File: src/rtl/argmax_pkg.sv
// Shared types and default sizing for the argmax frame controller.
// Contents:
//   argmax_state_t  - frame FSM state encoding (IDLE, SCAN, DONE)
//   *_DEF           - default NUM_CLASSES / DW / IW used by the RTL parameters
package argmax_pkg;

    typedef enum logic [1:0] {
        IDLE,
        SCAN,
        DONE
    } argmax_state_t;

    localparam int NUM_CLASSES_DEF = 1000;  // scores per frame, legal 2..1024
    localparam int DW_DEF          = 16;    // signed score width
    localparam int IW_DEF          = 10;    // index width, 2**IW >= NUM_CLASSES

endpackage

File: src/rtl/argmax_frame_ctrl_if.sv
// Score stream and result port of the argmax frame controller.
// Signals:
//   s_valid/s_ready/s_data    - score beats from the last FC layer
//   m_valid/m_ready           - result handshake towards the host
//   m_index/m_score           - winning class index and its score
// Modports:
//   slave  - the controller's view (consumes scores, produces the result)
//   master - the environment's view (produces scores, consumes the result)
interface argmax_frame_ctrl_if
    import argmax_pkg::*;
#(
    parameter int DW = DW_DEF,
    parameter int IW = IW_DEF
);

    logic          s_valid;
    logic          s_ready;
    logic [DW-1:0] s_data;
    logic          m_valid;
    logic          m_ready;
    logic [IW-1:0] m_index;
    logic [DW-1:0] m_score;

    modport slave (
        input  s_valid, s_data, m_ready,
        output s_ready, m_valid, m_index, m_score
    );

    modport master (
        output s_valid, s_data, m_ready,
        input  s_ready, m_valid, m_index, m_score
    );

endinterface

File: src/rtl/argmax_core.sv
// Running-maximum datapath: comparator, max/idx registers and beat counter.
// Ports:
//   clk, rst    - clock, asynchronous active-low reset
//   clr         - zero max, idx and cnt (frame start / abort); wins over en
//   load_first  - current beat is beat 0: load it without comparing
//   en          - a beat is accepted this cycle
//   data        - signed score of the accepted beat
//   max, idx    - running maximum and the index where it was first seen
//   cnt         - number of beats accepted so far in this frame
module argmax_core
    import argmax_pkg::*;
#(
    parameter int NUM_CLASSES = NUM_CLASSES_DEF,
    parameter int DW          = DW_DEF,
    parameter int IW          = IW_DEF
) (
    input  logic          clk,
    input  logic          rst,
    input  logic          clr,
    input  logic          load_first,
    input  logic          en,
    input  logic [DW-1:0] data,
    output logic [DW-1:0] max,
    output logic [IW-1:0] idx,
    output logic [IW-1:0] cnt
);

    localparam logic [IW-1:0] LAST_CNT = IW'(NUM_CLASSES - 1);

    logic [DW-1:0] max_q, max_d;
    logic [IW-1:0] idx_q, idx_d;
    logic [IW-1:0] cnt_q, cnt_d;

    always_comb begin
        // NOTE: every signal gets a hold default before any branch, so no path leaves it unassigned and no latch is inferred.
        max_d = max_q;
        idx_d = idx_q;
        cnt_d = cnt_q;
        if (clr) begin
            max_d = '0;
            idx_d = '0;
            cnt_d = '0;
        end else if (en) begin
            // Strict greater-than keeps the earliest index on ties.
            if (load_first || ($signed(data) > $signed(max_q))) begin
                max_d = data;
                idx_d = cnt_q;
            end
            // The counter parks on the last index instead of wrapping; the
            // next frame start clears it.
            if (cnt_q != LAST_CNT) begin
                cnt_d = cnt_q + IW'(1);
            end
        end
    end

    // NOTE: these registers drive result outputs that have defined reset values, so they are reset; a pure data buffer would not need it.
    always_ff @(posedge clk or negedge rst) begin
        if (!rst) begin
            max_q <= '0;
            idx_q <= '0;
            cnt_q <= '0;
        end else begin
            // NOTE: non-blocking assignments so every flop samples the pre-edge values of the others.
            max_q <= max_d;
            idx_q <= idx_d;
            cnt_q <= cnt_d;
        end
    end

    assign max = max_q;
    assign idx = idx_q;
    assign cnt = cnt_q;

endmodule

File: src/rtl/argmax_frame_ctrl.sv
// Frame-level argmax controller: one start per inference, exactly
// NUM_CLASSES scores in, one {index, score} result out.
// Ports:
//   clk, rst  - clock, asynchronous active-low reset
//   start     - begin a frame (IDLE, or DONE on the result handshake cycle)
//   abort     - drop the current frame, no result; beats start and handshake
//   busy      - high in SCAN or DONE
//   bus       - score stream and result port (slave modport)
module argmax_frame_ctrl
    import argmax_pkg::*;
#(
    parameter int NUM_CLASSES = NUM_CLASSES_DEF,
    parameter int DW          = DW_DEF,
    parameter int IW          = IW_DEF
) (
    input  logic                clk,
    input  logic                rst,
    input  logic                start,
    input  logic                abort,
    output logic                busy,
    argmax_frame_ctrl_if.slave  bus
);

    localparam logic [IW-1:0] LAST_CNT = IW'(NUM_CLASSES - 1);

    argmax_state_t state_q, state_d;

    logic          clr;
    logic          accept;
    logic          load_first;
    logic [IW-1:0] cnt;
    logic [IW-1:0] idx_val;
    logic [DW-1:0] max_val;

    // A beat coinciding with abort is dropped; the frame is discarded anyway.
    assign accept     = (state_q == SCAN) && bus.s_valid && !abort;
    assign load_first = (cnt == '0);

    always_comb begin
        state_d = state_q;
        clr     = 1'b0;
        unique case (state_q)
            IDLE: begin
                if (start) begin
                    state_d = SCAN;
                    clr     = 1'b1;
                end
            end
            SCAN: begin
                if (abort) begin
                    state_d = IDLE;
                    clr     = 1'b1;
                end else if (accept && (cnt == LAST_CNT)) begin
                    state_d = DONE;
                end
            end
            DONE: begin
                if (abort) begin
                    state_d = IDLE;
                    clr     = 1'b1;
                end else if (bus.m_ready) begin
                    // Back-to-back frames: restart straight from the handshake.
                    if (start) begin
                        state_d = SCAN;
                        clr     = 1'b1;
                    end else begin
                        state_d = IDLE;
                    end
                end
            end
            default: begin
                state_d = IDLE;
                clr     = 1'b1;
            end
        endcase
    end

    always_ff @(posedge clk or negedge rst) begin
        if (!rst) begin
            state_q <= IDLE;
        end else begin
            state_q <= state_d;
        end
    end

    argmax_core #(
        .NUM_CLASSES (NUM_CLASSES),
        .DW          (DW),
        .IW          (IW)
    ) u_core (
        .clk        (clk),
        .rst        (rst),
        .clr        (clr),
        .load_first (load_first),
        .en         (accept),
        .data       (bus.s_data),
        .max        (max_val),
        .idx        (idx_val),
        .cnt        (cnt)
    );

    // Handshake outputs decode the state register only: no path from
    // s_valid to s_ready, nor from m_ready to m_valid.
    assign bus.s_ready = (state_q == SCAN);
    assign bus.m_valid = (state_q == DONE);
    assign busy        = (state_q == SCAN) || (state_q == DONE);
    assign bus.m_index = idx_val;
    assign bus.m_score = max_val;

endmodule

File: src/flat_wrapper.sv
// flat-port wrapper written by rule: the top's interface ports become plain ports
module argmax_frame_ctrl_flat import argmax_pkg::*;
#(
    parameter int NUM_CLASSES = NUM_CLASSES_DEF,
    parameter int DW          = DW_DEF,
    parameter int IW          = IW_DEF
)
  (clk, rst, start, abort, busy, bus_s_valid, bus_s_data, bus_m_ready, bus_s_ready, bus_m_valid, bus_m_index, bus_m_score);
  argmax_frame_ctrl_if #(.DW(DW), .IW(IW)) bus_i ();
  input  logic clk;
  input  logic rst;
  input  logic start;
  input  logic abort;
  output logic busy;
  input wire logic [$bits(bus_i.s_valid)-1:0] bus_s_valid;
  input wire logic [$bits(bus_i.s_data)-1:0] bus_s_data;
  input wire logic [$bits(bus_i.m_ready)-1:0] bus_m_ready;
  output wire logic [$bits(bus_i.s_ready)-1:0] bus_s_ready;
  output wire logic [$bits(bus_i.m_valid)-1:0] bus_m_valid;
  output wire logic [$bits(bus_i.m_index)-1:0] bus_m_index;
  output wire logic [$bits(bus_i.m_score)-1:0] bus_m_score;
  assign bus_i.s_valid = bus_s_valid;
  assign bus_i.s_data = bus_s_data;
  assign bus_i.m_ready = bus_m_ready;
  assign bus_s_ready = bus_i.s_ready;
  assign bus_m_valid = bus_i.m_valid;
  assign bus_m_index = bus_i.m_index;
  assign bus_m_score = bus_i.m_score;
  argmax_frame_ctrl #(.NUM_CLASSES(NUM_CLASSES), .DW(DW), .IW(IW)) u_core (.clk(clk), .rst(rst), .start(start), .abort(abort), .busy(busy), .bus(bus_i));
endmodule
File: config.mk
export PLATFORM = sky130hd
export DESIGN_NAME = argmax_frame_ctrl_flat
export DESIGN_NICKNAME = d
export VERILOG_FILES = /design/src/rtl/argmax_pkg.sv /design/src/rtl/argmax_frame_ctrl_if.sv /design/src/rtl/argmax_core.sv /design/src/rtl/argmax_frame_ctrl.sv /design/src/flat_wrapper.sv
export SDC_FILE = /design/constraint.sdc
export NUM_CORES = 1
export LEC_CHECK = 0
export ABC_CLOCK_PERIOD_IN_PS = 2800
export BUFFER_PORTS_ARGS = -buffer_cell sky130_fd_sc_hd__buf_4
export CORE_UTILIZATION = 45
export DETAILED_ROUTE_END_ITERATION = 7
export HOLD_SLACK_MARGIN = 0.1
export PLACE_DENSITY_LB_ADDON = 0.2
export SLEW_MARGIN = 20
export SYNTH_ARGS = -nofsm -noshare
export SYNTH_HDL_FRONTEND = slang
export SYNTH_SLANG_ARGS = --single-unit
File: constraint.sdc
create_clock -name clk -period 2.8 [get_ports clk]
set_input_delay 0.56 -clock clk [delete_from_list [all_inputs] [get_ports clk]]
set_output_delay 0.56 -clock clk [all_outputs]
set_load 0.01 [all_outputs]
==> run_results.csv <==
group,metric,value,unit
global_routing,grt_pass1_vias,2285,
clock_network,post_cts_buffers,0,
placed_design,gp_congestion,0.820,
floorplanning,die-width,78.3,microns
logic_synthesis,ys_ff_latch,38,
final_layout,final_core_util,57.7,%
timing,tns,0,ns
critical_path,worstPathRequired,3.02,ns
critical_path,reg2reg_depth,9,
timing,tightest_slew,0.495,ns
clock_network,cts_max_path_buffers,2,
placed_design,io_buffers,50,
global_routing,grt_start_max_net_pins,39,
final_layout,nFillCells,522,
timing,drv_slew,0,
timing,hold_viol,0,
global_routing,antenna_found_initial,0,
route,wirelength,6020,microns
clock_network,numCtsBuffers,5,
clock_network,htree_num_levels,2,
critical_path,r2r_end,"u_core.u_core.max[11]",
final_layout,multi_input_area,1500,sq um
global_routing,top_usage_layer,"met2",
global_routing,grt_first_pass_wirelength,10200,microns
timing,relSlewSlack,67.0,%
route,drt-initial-drc-count,70,
route,ant_nets,0,
final_layout,n_antenna_cell,0,
floorplanning,row_count,27,
timing,max_clock_freq,417,MHz
floorplanning,start_util,47.2,%
logic_synthesis,yosysWarnings,0,
route,vias_per_cell,5.36,
logic_synthesis,syn-cell-area,2620,sq um
floorplanning,die-area,6120,sq um
timing,finalSetupViolCount,0,
logic_synthesis,yosys-top-cells-area,"dfrtp_1 (36%), ha_1 (11%), o31ai_1 (7.5%)",
global_routing,use_met1,24.6,%
route,vias,2241,
global_routing,gr-usage-met3,3.60,%
hold_path,hold_path_class,"in -> async",
final_layout,nets,389,
run_status,status,"complete, no violations",
critical_path,start_kind,"register",
clock_network,clk_pin_slew_worst_paths,0.07,ns
critical_path,crit_type,"reg -> reg",
logic_synthesis,syn-num-nets,336,
logic_synthesis,synth.distinct_cells,43,
critical_path,r2r-start,"u_core.u_core.max[15]",
critical_path,crit_path_max_fanout,12,
floorplanning,top_level_ports,51,
final_layout,area_growth,22.3,%
timing,finalCritPeriodShare,85.6,%
floorplanning,core,5540,sq um
logic_synthesis,yosysMostFrequentCell,"dfrtp_1",
route,wl_per_cell,14.4,microns
critical_path,critPathArrivalTime,2.62,ns
logic_synthesis,seq_area_frac_synth,36.3,%
critical_path,cp-end-kind,"register",
pwr,ir_drop,0.612,mV
placed_design,dp_hpwl,4380,microns
logic_synthesis,async_flop_share,100,%
route,drc_errors,0,
clock_network,cts.sinks,38,
logic_synthesis,synth_top_area_share,36.3,%
logic_synthesis,syn_area_per_cell,8.96,sq um
final_layout,final-seq-area,951,sq um
pwr,p_leak,1.51,nW
timing,skew,0.00357,ns
logic_synthesis,ys.flop_type,"dfrtp_1",
clock_network,cts_hold_repair.buffers,0,
logic_synthesis,ys_top_cells_by_count,"dfrtp_1 (38), nor2_1 (32), o31ai_1 (26)",
clock_network,cts_root_buf,"clkbuf_8",
logic_synthesis,synth_edf_count,0,
clock_network,cts_tree,"done",
route,first_pass_iters,5,
global_routing,use_met2,39.6,%
logic_synthesis,synth_area_leader_cell,"dfrtp_1",
logic_synthesis,syn_inst,292,
floorplanning,die_h,78.3,microns
global_routing,grt_remaining_overflow,0,
pwr,p_total,2.21,mW
timing,rsz0062_at_grt,"no",
global_routing,grtUsageTotal,21.4,%
critical_path,rrSetupSlack,0.40,ns
pwr,power_density,690,nW/um^2
clock_network,cts_resized,0,
clock_network,clock_latency,0.29,ns
timing,layout_min_cycle_time,2.40,ns
run,drv_cap,0,
final_layout,layout-drive-gt1-share,28.3,%
==> logic make-up (layout without fill, tap and decap cells) <==
logic type	count (synthesis)	after routing	synth area share [%]
XOR/XNOR	9	9	3.01
AND/OR/NAND/NOR	104	104	20.2
AO/OA/AOI/OAI	78	78	23.2
buffers and inverters	41	95	6.74
flip-flops	38	38	36.3
adder cells (fa/ha/maj)	22	22	10.5
==> worst max-delay path, stage by stage, from the launching register on <==
cell	delay, ns
dfrtp_1	0.36
inv_1	0.07
ha_1	0.35
nand4_2	0.17
nor4_2	0.32
o21ai_1	0.14
and4_4	0.20
o31a_4	0.41
buf_4	0.19
o21ai_2	0.13
==> worst max-delay path by stage <==
stage,slack [ns],endpoint,depth (start not counted),startpoint
after floorplan,0.33,u_core.u_core.idx[5],9,bus_s_data[15]
after global placement,0.09,u_core.u_core.idx[3],9,bus_s_data[15]
after detailed placement,0.13,u_core.u_core.idx[1],8,bus_s_data[15]
after CTS,0.39,u_core.u_core.idx[1],8,u_core.u_core.max[15]
after global routing,0.20,u_core.u_core.idx[7],9,u_core.u_core.max[15]
final,0.40,u_core.u_core.max[11],9,u_core.u_core.max[15]
==> registers in the layout, indices dropped and copies added, names as in the netlist <==
signal and count:
u_core.u_core.max 16, u_core.u_core.cnt 10, u_core.u_core.idx 10, u_core.state_q 2
==> cell usage in the layout (no fill, tap or decap), types with 6 or more instances in the layout <==
cell type,count
o21ai_2,20
buf_4,64
nand2_1,13
inv_1,23
o21ai_0,8
dfrtp_1,38
ha_1,22
clkbuf_8,6
xor2_1,6
nand3_1,25
nor2_1,32
o31ai_1,26
nor2b_1,13
==> layout make-up <==
| type | instances | area share [%] |
|---|---|---|
| repair buffers | 64 | 15.0 |
| inverters | 23 | 2.70 |
| flip-flops and latches | 38 | 29.7 |
| multi-input cells | 213 | 46.9 |
| clock buffers | 7 | 2.70 |
| well taps | 72 | 2.82 |
| clock inverters | 1 | 0.156 |
==> metrics by stage <==
| stage | setup slack, ns | hold WS (ns) | std cells | instance area, sq um |
|---|---|---|---|---|
| 2_1_floorplan | 0.334 | 0.264 | 292 | 2620 |
| 3_5_place_dp | 0.130 | 0.559 | 410 | 3110 |
| 6_report | 0.403 | 0.234 | 418 | 3200 |
| 3_3_place_gp | 0.0895 | 0.557 | 410 | 3110 |
| 4_1_cts | 0.391 | 0.239 | 418 | 3200 |
| 5_1_grt | 0.204 | 0.258 | 418 | 3200 |
==> routing by layer <==
layer | vias up | routed length, microns
met2 | 37 | 3110
met1 | 1056 | 2700
li1 | 1141 | -
met4 | 0 | 72
met5 | - | 0
met3 | 7 | 149
==> report_power, final <==
| group | internal, mW | leakage [nW] | switching (mW) |
|---|---|---|---|
| clock network | 0.199 | 0.0482 | 0.189 |
| logic | 0.423 | 0.937 | 0.744 |
| registers | 0.610 | 0.526 | 0.0434 |
| total | 1.23 | 1.51 | 0.977 |
Note: power is estimated with default switching activity, not from simulation.
